$ cat src/rtl/pong_pkg.sv
// Shared types and constants for the pong game-sequencing controller.
package pong_pkg;

  // Game flow states, encoded 0..3.
  typedef enum logic [1:0] {
    NEWGAME = 2'd0,
    PLAY    = 2'd1,
    NEWBALL = 2'd2,
    OVER    = 2'd3
  } state_t;

  // Winner codes shown on the game-over overlay.
  localparam logic [1:0] WIN_NONE = 2'b00;
  localparam logic [1:0] WIN_P1   = 2'b01;
  localparam logic [1:0] WIN_P2   = 2'b10;
  localparam logic [1:0] WIN_TIE  = 2'b11;

  // Width of one BCD score digit.
  localparam int DIGIT_W = 4;

  // Decimal value after one saturating increment of a 0..99 score.
  function automatic logic [6:0] sat_inc(input logic [6:0] value);
    if (value >= 7'd99) begin
      return 7'd99;
    end else begin
      return value + 7'd1;
    end
  endfunction

endpackage

$ cat src/rtl/pong_game_ctrl_if.sv
// Game-controller signal bundle: frame/button/miss events in, score and
// overlay controls out. master = controller, slave = surrounding system.
interface pong_game_ctrl_if;
  import pong_pkg::*;

  logic               refr_tick;
  logic [3:0]         btn;
  logic               p1_miss;
  logic               p2_miss;
  logic [DIGIT_W-1:0] dig0;
  logic [DIGIT_W-1:0] dig1;
  logic [DIGIT_W-1:0] dig2;
  logic [DIGIT_W-1:0] dig3;
  logic [1:0]         ball;
  logic               graph_still;
  logic               ball_reset;
  logic               show_rule;
  logic               show_logo;
  logic               show_over;
  logic [1:0]         winner;

  modport master (
    input  refr_tick, btn, p1_miss, p2_miss,
    output dig0, dig1, dig2, dig3, ball, graph_still, ball_reset,
           show_rule, show_logo, show_over, winner
  );

  modport slave (
    output refr_tick, btn, p1_miss, p2_miss,
    input  dig0, dig1, dig2, dig3, ball, graph_still, ball_reset,
           show_rule, show_logo, show_over, winner
  );

endinterface

$ cat src/rtl/bcd2_counter.sv
// Two-digit BCD score counter, saturating at 99, with binary value readout.
module bcd2_counter
  import pong_pkg::*;
(
  input  logic               clk,
  input  logic               reset_n,
  input  logic               clr,
  input  logic               inc,
  output logic [DIGIT_W-1:0] ones,
  output logic [DIGIT_W-1:0] tens,
  output logic [6:0]         value_bin
);

  // Clear has priority over increment; 99 holds instead of wrapping.
  always_ff @(posedge clk or negedge reset_n) begin
    if (!reset_n) begin
      ones <= 4'd0;
      tens <= 4'd0;
    end else if (clr) begin
      ones <= 4'd0;
      tens <= 4'd0;
    end else if (inc) begin
      if (ones == 4'd9) begin
        if (tens != 4'd9) begin
          ones <= 4'd0;
          tens <= tens + 4'd1;
        end
      end else begin
        ones <= ones + 4'd1;
      end
    end
  end

  assign value_bin = 7'(tens) * 7'd10 + 7'(ones);

endmodule

$ cat src/rtl/pong_game_ctrl.sv
// Pong game sequencer: new-game / play / new-ball / game-over flow,
// per-player BCD scores, ball count, pause timer and overlay enables.
module pong_game_ctrl
  import pong_pkg::*;
#(
  parameter int BALLS_INIT  = 3,
  parameter int WIN_SCORE   = 11,
  parameter int TIMER_TICKS = 120
) (
  input  logic             clk,
  input  logic             reset_n,
  pong_game_ctrl_if.master bus
);

  localparam logic [1:0] BALL_VAL  = 2'(BALLS_INIT);
  localparam logic [6:0] WIN_VAL   = 7'(WIN_SCORE);
  localparam logic [6:0] TIMER_VAL = 7'(TIMER_TICKS);

  state_t     state;
  logic [6:0] timer;
  logic [1:0] ball;
  logic [1:0] winner;
  logic       ball_reset;

  logic       start;
  logic       timer_up;
  logic       miss_any;
  logic       clr;
  logic       p1_inc;
  logic       p2_inc;
  logic [6:0] p1_bin;
  logic [6:0] p2_bin;
  logic [6:0] p1_next;
  logic [6:0] p2_next;
  logic [1:0] ball_dec;
  logic       game_end;
  logic [1:0] win_code;

  logic [DIGIT_W-1:0] p1_ones, p1_tens, p2_ones, p2_tens;

  // Event decode and end-of-game check on the scores as they will be after this cycle.
  always_comb begin
    start    = |bus.btn;
    timer_up = (timer == 7'd0);
    miss_any = bus.p1_miss | bus.p2_miss;
    clr      = (state == NEWGAME) && start;
    // A simultaneous double miss scores for nobody.
    p1_inc   = (state == PLAY) && bus.p2_miss && !bus.p1_miss;
    p2_inc   = (state == PLAY) && bus.p1_miss && !bus.p2_miss;
    p1_next  = p1_inc ? sat_inc(p1_bin) : p1_bin;
    p2_next  = p2_inc ? sat_inc(p2_bin) : p2_bin;
    ball_dec = ball - 2'd1;
    game_end = (p1_next == WIN_VAL) || (p2_next == WIN_VAL) || (ball_dec == 2'd0);
    if (p1_next > p2_next) begin
      win_code = WIN_P1;
    end else if (p2_next > p1_next) begin
      win_code = WIN_P2;
    end else begin
      win_code = WIN_TIE;
    end
  end

  bcd2_counter u_p1_score (
    .clk       (clk),
    .reset_n   (reset_n),
    .clr       (clr),
    .inc       (p1_inc),
    .ones      (p1_ones),
    .tens      (p1_tens),
    .value_bin (p1_bin)
  );

  bcd2_counter u_p2_score (
    .clk       (clk),
    .reset_n   (reset_n),
    .clr       (clr),
    .inc       (p2_inc),
    .ones      (p2_ones),
    .tens      (p2_tens),
    .value_bin (p2_bin)
  );

  // Game flow FSM with pause timer, ball count, winner and recentre pulse.
  always_ff @(posedge clk or negedge reset_n) begin
    if (!reset_n) begin
      state      <= NEWGAME;
      timer      <= 7'd0;
      ball       <= BALL_VAL;
      winner     <= WIN_NONE;
      ball_reset <= 1'b0;
    end else begin
      ball_reset <= 1'b0;
      if (bus.refr_tick && !timer_up) begin
        timer <= timer - 7'd1;
      end
      case (state)
        NEWGAME: begin
          if (start) begin
            ball       <= BALL_VAL;
            winner     <= WIN_NONE;
            ball_reset <= 1'b1;
            state      <= PLAY;
          end
        end
        PLAY: begin
          if (miss_any) begin
            ball  <= ball_dec;
            timer <= TIMER_VAL;
            if (game_end) begin
              winner <= win_code;
              state  <= OVER;
            end else begin
              state  <= NEWBALL;
            end
          end
        end
        NEWBALL: begin
          // A button already held is taken on the first timer_up cycle.
          if (timer_up && start) begin
            ball_reset <= 1'b1;
            state      <= PLAY;
          end
        end
        OVER: begin
          if (timer_up) begin
            state <= NEWGAME;
          end
        end
        default: begin
          state <= NEWGAME;
        end
      endcase
    end
  end

  assign bus.dig0        = p1_ones;
  assign bus.dig1        = p1_tens;
  assign bus.dig2        = p2_ones;
  assign bus.dig3        = p2_tens;
  assign bus.ball        = ball;
  assign bus.winner      = winner;
  assign bus.ball_reset  = ball_reset;
  assign bus.graph_still = (state != PLAY);
  assign bus.show_rule   = (state == NEWGAME);
  assign bus.show_logo   = (state == NEWGAME);
  assign bus.show_over   = (state == OVER);

endmodule

$ cat src/flat_wrapper.sv
// flat-port wrapper written by rule: the top's interface ports become plain ports
module pong_game_ctrl_flat import pong_pkg::*;
#(
  parameter int BALLS_INIT  = 3,
  parameter int WIN_SCORE   = 11,
  parameter int TIMER_TICKS = 120
)
  (clk, reset_n, bus_refr_tick, bus_btn, bus_p1_miss, bus_p2_miss, bus_dig0, bus_dig1, bus_dig2, bus_dig3, bus_ball, bus_graph_still, bus_ball_reset, bus_show_rule, bus_show_logo, bus_show_over, bus_winner);
  pong_game_ctrl_if bus_i ();
  input  logic clk;
  input  logic reset_n;
  input wire logic [$bits(bus_i.refr_tick)-1:0] bus_refr_tick;
  input wire logic [$bits(bus_i.btn)-1:0] bus_btn;
  input wire logic [$bits(bus_i.p1_miss)-1:0] bus_p1_miss;
  input wire logic [$bits(bus_i.p2_miss)-1:0] bus_p2_miss;
  output wire logic [$bits(bus_i.dig0)-1:0] bus_dig0;
  output wire logic [$bits(bus_i.dig1)-1:0] bus_dig1;
  output wire logic [$bits(bus_i.dig2)-1:0] bus_dig2;
  output wire logic [$bits(bus_i.dig3)-1:0] bus_dig3;
  output wire logic [$bits(bus_i.ball)-1:0] bus_ball;
  output wire logic [$bits(bus_i.graph_still)-1:0] bus_graph_still;
  output wire logic [$bits(bus_i.ball_reset)-1:0] bus_ball_reset;
  output wire logic [$bits(bus_i.show_rule)-1:0] bus_show_rule;
  output wire logic [$bits(bus_i.show_logo)-1:0] bus_show_logo;
  output wire logic [$bits(bus_i.show_over)-1:0] bus_show_over;
  output wire logic [$bits(bus_i.winner)-1:0] bus_winner;
  assign bus_i.refr_tick = bus_refr_tick;
  assign bus_i.btn = bus_btn;
  assign bus_i.p1_miss = bus_p1_miss;
  assign bus_i.p2_miss = bus_p2_miss;
  assign bus_dig0 = bus_i.dig0;
  assign bus_dig1 = bus_i.dig1;
  assign bus_dig2 = bus_i.dig2;
  assign bus_dig3 = bus_i.dig3;
  assign bus_ball = bus_i.ball;
  assign bus_graph_still = bus_i.graph_still;
  assign bus_ball_reset = bus_i.ball_reset;
  assign bus_show_rule = bus_i.show_rule;
  assign bus_show_logo = bus_i.show_logo;
  assign bus_show_over = bus_i.show_over;
  assign bus_winner = bus_i.winner;
  pong_game_ctrl #(.BALLS_INIT(BALLS_INIT), .WIN_SCORE(WIN_SCORE), .TIMER_TICKS(TIMER_TICKS)) u_core (.clk(clk), .reset_n(reset_n), .bus(bus_i));
endmodule
$ cat config.mk
export PLATFORM = sky130hd
export DESIGN_NAME = pong_game_ctrl_flat
export DESIGN_NICKNAME = d
export VERILOG_FILES = /design/src/rtl/pong_pkg.sv /design/src/rtl/pong_game_ctrl_if.sv /design/src/rtl/bcd2_counter.sv /design/src/rtl/pong_game_ctrl.sv /design/src/flat_wrapper.sv
export SDC_FILE = /design/constraint.sdc
export NUM_CORES = 1
export LEC_CHECK = 0
export CAP_MARGIN = 20
export CORE_MARGIN = 4
export CORE_UTILIZATION = 35
export DETAILED_ROUTE_END_ITERATION = 8
export GPL_TIMING_DRIVEN = 0
export MAX_ROUTING_LAYER = met4
export PLACE_DENSITY_LB_ADDON = 0.1
export SETUP_SLACK_MARGIN = 0.2
export SLEW_MARGIN = 5
export SYNTH_ARGS = -nofsm -noshare
export SYNTH_HDL_FRONTEND = slang
export SYNTH_SLANG_ARGS = --single-unit
$ cat constraint.sdc
create_clock -name clk -period 9.39 [get_ports clk]
set_input_delay 1.878 -clock clk [delete_from_list [all_inputs] [get_ports clk]]
set_output_delay 1.878 -clock clk [all_outputs]
set_load 0.01 [all_outputs]
# After elaboration in Yosys (flattened, before gate mapping)
# Index checks and enable logic that the tools add are counted.
[totals]
reg_bits = 30
in_bits = 9
output_inout_bits = 25
wordCells = 114
[op_classes]
addsub = 10
mul = 2
magnitude_cmp = 4
eq_ne = 17
n_mux = 41
bitwise_logic = 1
n_reduce_logical = 30
[op_table]
columns = ["cell", "n"]
rows = [
  ["two-way mux 4 bit", 16],
  ["two-way mux 7 bit", 7],
  ["two-way mux 2 bit", 10],
  ["adder 4 x 1 -> 4 bit, second input constant", 4],
  ["adder 7 x 1 -> 7 bit, second input constant", 2],
  ["adder 7 x 4 -> 7 bit", 2],
  ["== test 7 x 4 -> 1 bit, second input constant", 2],
  ["greater-or-equal comparator 7 bit, second input constant", 2],
  ["greater-than comparator 7 bit", 2],
  ["nonzero test 2 bit", 7],
  ["multiplier 4 x 3 -> 6 bit, second input constant", 2],
  ["inequality test 2 x 1 -> 1 bit, second input constant", 6],
  ["AND reduction 3 bit", 3],
  ["== test 4 bit, second input constant", 2],
  ["inequality test 4 bit, second input constant", 2],
  ["one-hot mux 2 bit (2 select lines)", 2],
  ["one-hot mux 2 bit (4 select lines)", 1],
  ["AND reduction 4 bit", 2],
  ["logical AND 1 bit", 7],
  ["zero test 7 bit", 1],
  ["subtractor 7 x 1 -> 7 bit, second input constant", 1],
  ["inequality test 3 x 1 -> 1 bit, second input constant", 2],
  ["== test 2 bit, second input constant", 2],
  ["zero test 2 bit", 2],
  ["9 further kinds", 16],
]

# Longest topological paths before layout
[logic_depth]
ltp_word = 11
mapped_depth = 16

# Modules after synthesis
# From an unflattened synthesis, not the netlist that was laid out.
[unflattened]
hier_cells = 342
hier_area_um2 = 2925.3
[by_module_without_submodules]
columns = ["mod", "n_inst", "cells_each", "area_per_inst_um2", "seq_area_each_um2"]
rows = [
  ["pong_game_ctrl", 1, 188, 1458.9, 352.8],
  ["bcd2_counter (u_core.u_p1_score)", 1, 77, 734.5, 200.2],
  ["bcd2_counter (u_core.u_p2_score)", 1, 77, 732.0, 200.2],
]

# Worst setup path before layout
# Ideal clock, no wire load.
[synth_timing]
path_kind = "input -> register"
startpoint = "input port bus_p2_miss"
endpoint = "register u_core.winner[1] (netlist: u_core.bus.winner[1])"
setup_ns = 0.101
t_arrival_ns = 3.899
setup_slack_ns = 5.390
path_stages = 11
n_path_buf = 0
cell_sequence = "and4bb_2 -> nand4b_1 -> nor4b_1 -> a211oi_1 -> xnor2_1 -> and2_1 -> ha_1 -> nand4_1 -> a211oi_1 -> o22ai_1 -> o32ai_1"
[synth_via]
elab_chain_cells = 8
elab_cells_between_ends = 19
[synth_lines]
columns = ["item", "line", "rtl"]
rows = [
  ["start: declaration", "flat_wrapper.sv:15", "input wire logic [$bits(bus_i.p2_miss)-1:0] bus_p2_miss;"],
  ["logical AND 1 bit or zero test 1 bit (tied branches)", "pong_game_ctrl.sv:48, pong_game_ctrl.sv:49", ""],
  ["logical AND 1 bit (on tied branches)", "pong_game_ctrl.sv:48, pong_game_ctrl.sv:49", ""],
  ["two-way mux 7 bit (on tied branches)", "pong_game_ctrl.sv:50, pong_game_ctrl.sv:51", ""],
  ["greater-than comparator 7 bit or == test 7 x 4 -> 1 bit (tied branches)", "pong_game_ctrl.sv:54, pong_game_ctrl.sv:53", ""],
  ["two-way mux 2 bit or logical OR 1 bit (tied branches)", "pong_game_ctrl.sv:54, pong_game_ctrl.sv:53", ""],
  ["two-way mux 2 bit or logical OR 1 bit (tied branches)", "pong_game_ctrl.sv:109, pong_game_ctrl.sv:53", ""],
  ["two-way mux 2 bit or inequality test 2 x 1 -> 1 bit (tied branches)", "-", ""],
  ["one-hot mux 2 bit (2 select lines) or AND reduction 4 bit (tied branches)", "-", ""],
  ["end signal: assignment", "pong_game_ctrl.sv:110", "winner <= win_code;"],
  ["end: declaration", "pong_game_ctrl.sv:22", "logic [1:0] winner;"],
]
# Several ways; a longest one is shown, not always the timed one. The select of a mux whose other input is x is not followed.
# A chain may end at the register's enable or synchronous reset.

# Worst setup path in the final report
[layout_timing]
startpoint = "input port bus_p1_miss"
endpoint = "register u_core.winner[1] (netlist: u_core.bus.winner[1])"
[layout_via]
elab_chain_cells = 8
elab_cells_between_ends = 19
[layout_lines]
columns = ["item", "line", "rtl"]
rows = [
  ["start: declaration", "flat_wrapper.sv:14", "input wire logic [$bits(bus_i.p1_miss)-1:0] bus_p1_miss;"],
  ["zero test 1 bit or logical AND 1 bit (tied branches)", "pong_game_ctrl.sv:48, pong_game_ctrl.sv:49", ""],
  ["logical AND 1 bit (on tied branches)", "pong_game_ctrl.sv:48, pong_game_ctrl.sv:49", ""],
  ["two-way mux 7 bit (on tied branches)", "pong_game_ctrl.sv:50, pong_game_ctrl.sv:51", ""],
  ["greater-than comparator 7 bit or == test 7 x 4 -> 1 bit (tied branches)", "pong_game_ctrl.sv:54, pong_game_ctrl.sv:53", ""],
  ["two-way mux 2 bit or logical OR 1 bit (tied branches)", "pong_game_ctrl.sv:54, pong_game_ctrl.sv:53", ""],
  ["two-way mux 2 bit or logical OR 1 bit (tied branches)", "pong_game_ctrl.sv:109, pong_game_ctrl.sv:53", ""],
  ["two-way mux 2 bit or inequality test 2 x 1 -> 1 bit (tied branches)", "-", ""],
  ["one-hot mux 2 bit (2 select lines) or AND reduction 4 bit (tied branches)", "-", ""],
]
# Several ways; a longest one is shown, not always the timed one. The select of a mux whose other input is x is not followed.

==> results.toml <==
[yosys]
synth_xor_area_share_pct = 7.66
syn_inst = 328
ys.flop_type = "dfrtp_1"
synth_edf_count = 0
synthTopCellsByCount = "nor2_1 (36), nand2_1 (35), ha_1 (31)"
syn_area_um2 = 2840
synthMuxAreaShare_pct = 2.60
synthDistinctLibCells = 64
ys_seq_area_share_pct = 26.5
synth_area_leader_cell = "dfrtp_1"
synth_top_family_by_area = "simple AND/OR/NAND/NOR gates"
netlist.area_leader.share_pct = 24.6
synth_compound_area_share_pct = 16.8
synth_area_leaders = "dfrtp_1 (25%), ha_1 (14%), nor2_1 (4.8%), nand2_1 (4.6%), xor2_1 (4.0%)"
synth.most_common_cell = "nor2_1"
async_flop_share_pct = 100
yosys_warnings = 0
syn-num-nets = 372
ys_ff_latch = 30
syn_area_per_cell_um2 = 8.67
synthAdderAreaFrac_pct = 17.2
synth_simple_gate_area_share_pct = 24.8

[clock_network]
post_cts_resized = 0
cts_made_buffers = 5
clkTransAtPathRegs_ns = 0.07
clock_sinks = 30
hold_buffers = 0
cts_root_buffer = "clkbuf_8"
clk_latency_ns = 0.28
cts_setup_buffers = 0
clk_path_buf_depth = 2
cts_tree = "yes"
h-tree-depth = 2

[setup_path]
worst-r2r-cell-count = 16
path_cells = "clkdlybuf4s50_1 -> and4bb_2 -> nand4b_1 -> nor4b_1 -> a211oi_1 -> xnor2_1 -> and2_1 -> ha_1 -> nand4_1 -> a211oi_1 -> o22ai_1 -> o32ai_1"
path_max_fanout = 6
crit_path_max_incr_delay_ns = 0.58
cp_slowest_cell = "clkdlybuf4s50_1"
startpoint_type = "input port"
critPathMostFrequentCell = "a211oi_1"
cp_num_buf_inv = 1
cp-startpoint = "bus_p1_miss"
arrival_ns = 4.77
crit_end = "u_core.bus.winner[1]$_DFFE_PN0P_"
r2r_slack_ns = 5.14
r2r-end = "u_core.bus.winner[1]$_DFFE_PN0P_"
cp-end-kind = "register"
worst_ep_required_time_ns = 9.57
crit-reg2reg-launch = "u_core.u_p1_score.tens[1]$_DFFE_PN0P_"
crit_type = "input port to register"
crit_family = "simple AND/OR/NAND/NOR gates"
cp.depth = 12

[global_route]
grt_start_max_net_pins = 31
overflow = 0
globalRouteTotalUtil_pct = 14.8
grt_pass1_wl_mm = 11.5
antenna_found_initial = 0
grt_pass1_vias = 2373

[placement]
dp_hpwl_mm = 5.17
io_buffers = 33
dpl-instance-area_um2 = 3300
place_congestion = 0.814
dp_cells = 463

[drt]
num_vias = 2464
drc = 0
drtPass1Iterations = 4
drt-initial-drc-count = 60
drtAntennaViolNets = 0
route.detailed.wl_per_inst_um = 13.9
routed_wl_mm = 6.56
via_per_inst = 5.23

[floorplanning]
ios = 34
initial_core_util_pct = 36.4
die_w_um = 98.1
core-area_um2 = 7810
die-area_um2 = 9630
die_y_um = 98.1
num_rows = 32

[timing]
period_minus_slack_ns = 4.60
final-hold-violation-count = 0
slew_violations = 0
tns_ns = 0
clock.fmax_ghz = 0.218
rsz0062_at_grt = "false"
slew_headroom_pct = 54.4
setup_viol = 0
fin_skew_ns = 0.0107
worst_pin_slew_ns = 0.684
period_share_pct = 48.9

[hold_path]
worst_hold_startpoint = "u_core.bus.ball[1]$_DFFE_PN1P_"
hold_path_class = "register to register"

[pwr]
p_clk_share_pct = 11.3
swShare_pct = 45.3
p_seq_share_pct = 24.4
internal_power_uw = 526
vdd_drop_max_mv = 0.133
power.leakage_uw = 0.00143
powerDensity_nw_per_um2 = 284
switching_power_uw = 436
power.share.combinational_pct = 64.3

[finish]
stdcell_count = 471
final_nets = 412
n_antenna_cell = 0
num-fill-cells = 803
syn_to_final_growth_pct = 19.3
post-route-cell-area_um2 = 3390
drive_gt1_share_pct = 8.67

[outcome]
outcome = "finished clean"

[flow_run]
drv_cap = 0
==> power groups by stage <==
stage | logic [uW] | registers, uW | clock network [uW]
after floorplan | 450 | 234 | 0
after global placement | 609 | 239 | 0
after detailed placement | 619 | 239 | 0
after CTS | 621 | 237 | 113
after global routing | 698 | 245 | 119
final | 618 | 235 | 109
==> sequential cells by signal, summed over array words and instances, names as in the netlist <==
| signal | cells |
|---|---|
| u_core.bus.ball_reset | 1 |
| u_core.u_p1_score.tens | 4 |
| u_core.state | 2 |
| u_core.timer | 7 |
| u_core.bus.ball | 2 |
| u_core.bus.winner | 2 |
| u_core.u_p2_score.tens | 4 |
| u_core.u_p2_score.ones | 4 |
| u_core.u_p1_score.ones | 4 |
==> worst reg2reg max path, cell delays in order (launching register included) <==
cell	delay [ns]
dfrtp_1	0.49
ha_1	0.34
ha_1	0.21
fa_1	0.38
xnor2_1	0.41
a2111o_1	0.19
o311ai_1	0.13
o21ai_2	0.30
nand2_1	0.14
nor4_1	0.30
a21o_1	0.12
ha_1	0.23
a21o_1	0.15
a21o_1	0.17
a21oi_1	0.23
o22ai_1	0.13
o32ai_1	0.22
==> per-layer routing <==
layer  track usage, %  routed length [um]  vias up
li1                 -                   -     1256
met2             22.9                3020       41
met1             20.8                3310     1162
met4             3.19                  57        0
met3             1.79                 164        5
met5                -                   0        -
==> stage by stage <==
step                worst slack (ns)  util (%)  hold slack [ns]  power (uW)
finish                          4.80      43.4            0.510         962
global route                    4.53      43.4            0.543        1060
CTS                             4.77      43.4            0.518         971
detailed placement              4.48      42.2            0.496         857
global placement                4.55      42.3            0.493         848
floorplan                       5.39         -            0.474         684
==> cell type report <==
cell class / instances / area (um2) / share of cell area (%)
Multi-Input combinational cell: 270 / 1960 / 57.9
Buffer: 12 / 67.6 / 1.99
Tap cell: 102 / 128 / 3.76
Clock buffer: 6 / 82.6 / 2.44
Timing Repair Buffer: 33 / 325 / 9.59
Sequential cell: 30 / 753 / 22.2
Clock inverter: 2 / 12.5 / 0.369
Inverter: 16 / 60.1 / 1.77
==> how the worst min path moves through the flow <==
stage / end / slack (ns) / depth (start not counted)
after global placement: u_core.timer[6]$_DFF_PN0_ / 0.49 / 2
final: u_core.bus.ball[1]$_DFFE_PN1P_ / 0.51 / 2
after CTS: u_core.bus.ball[1]$_DFFE_PN1P_ / 0.52 / 2
after global routing: u_core.bus.ball[1]$_DFFE_PN1P_ / 0.54 / 2
after floorplan: u_core.timer[6]$_DFF_PN0_ / 0.47 / 2
after detailed placement: u_core.timer[6]$_DFF_PN0_ / 0.50 / 2
==> kinds of logic (layout without fill, tap and decap cells) <==
family                     Yosys count  count (layout)
and+or+nand+nor                    134             134
buffers and inverters               28              69
xor gates and xnor gates            24              24
DFF                                 30              30
muxes                                6               6
adders and majority gates           37              37
AOI/OAI and AO/OA                   69              69
==> placed cells by master, fill, tap and decap left out, types with 3 or more instances in the layout <==
cell,n
a41oi_1,5
clkbuf_1,6
or3_1,6
o21ai_0,12
clkbuf_8,6
nor4_1,3
a21oi_1,19
mux2i_1,4
a211oi_1,7
nand3b_1,6
nand4_1,4
nand3_1,10
clkdlybuf4s50_1,32
nor3_1,5
ha_1,31
fa_1,4
dfrtp_1,28
xor2_1,13
xnor2_1,10
buf_2,4
nand2_1,35
nor2_1,36
inv_1,16
a21o_1,7
and3_1,3
and2_1,6
No activity file was read; power rests on OpenSTA's default activity.
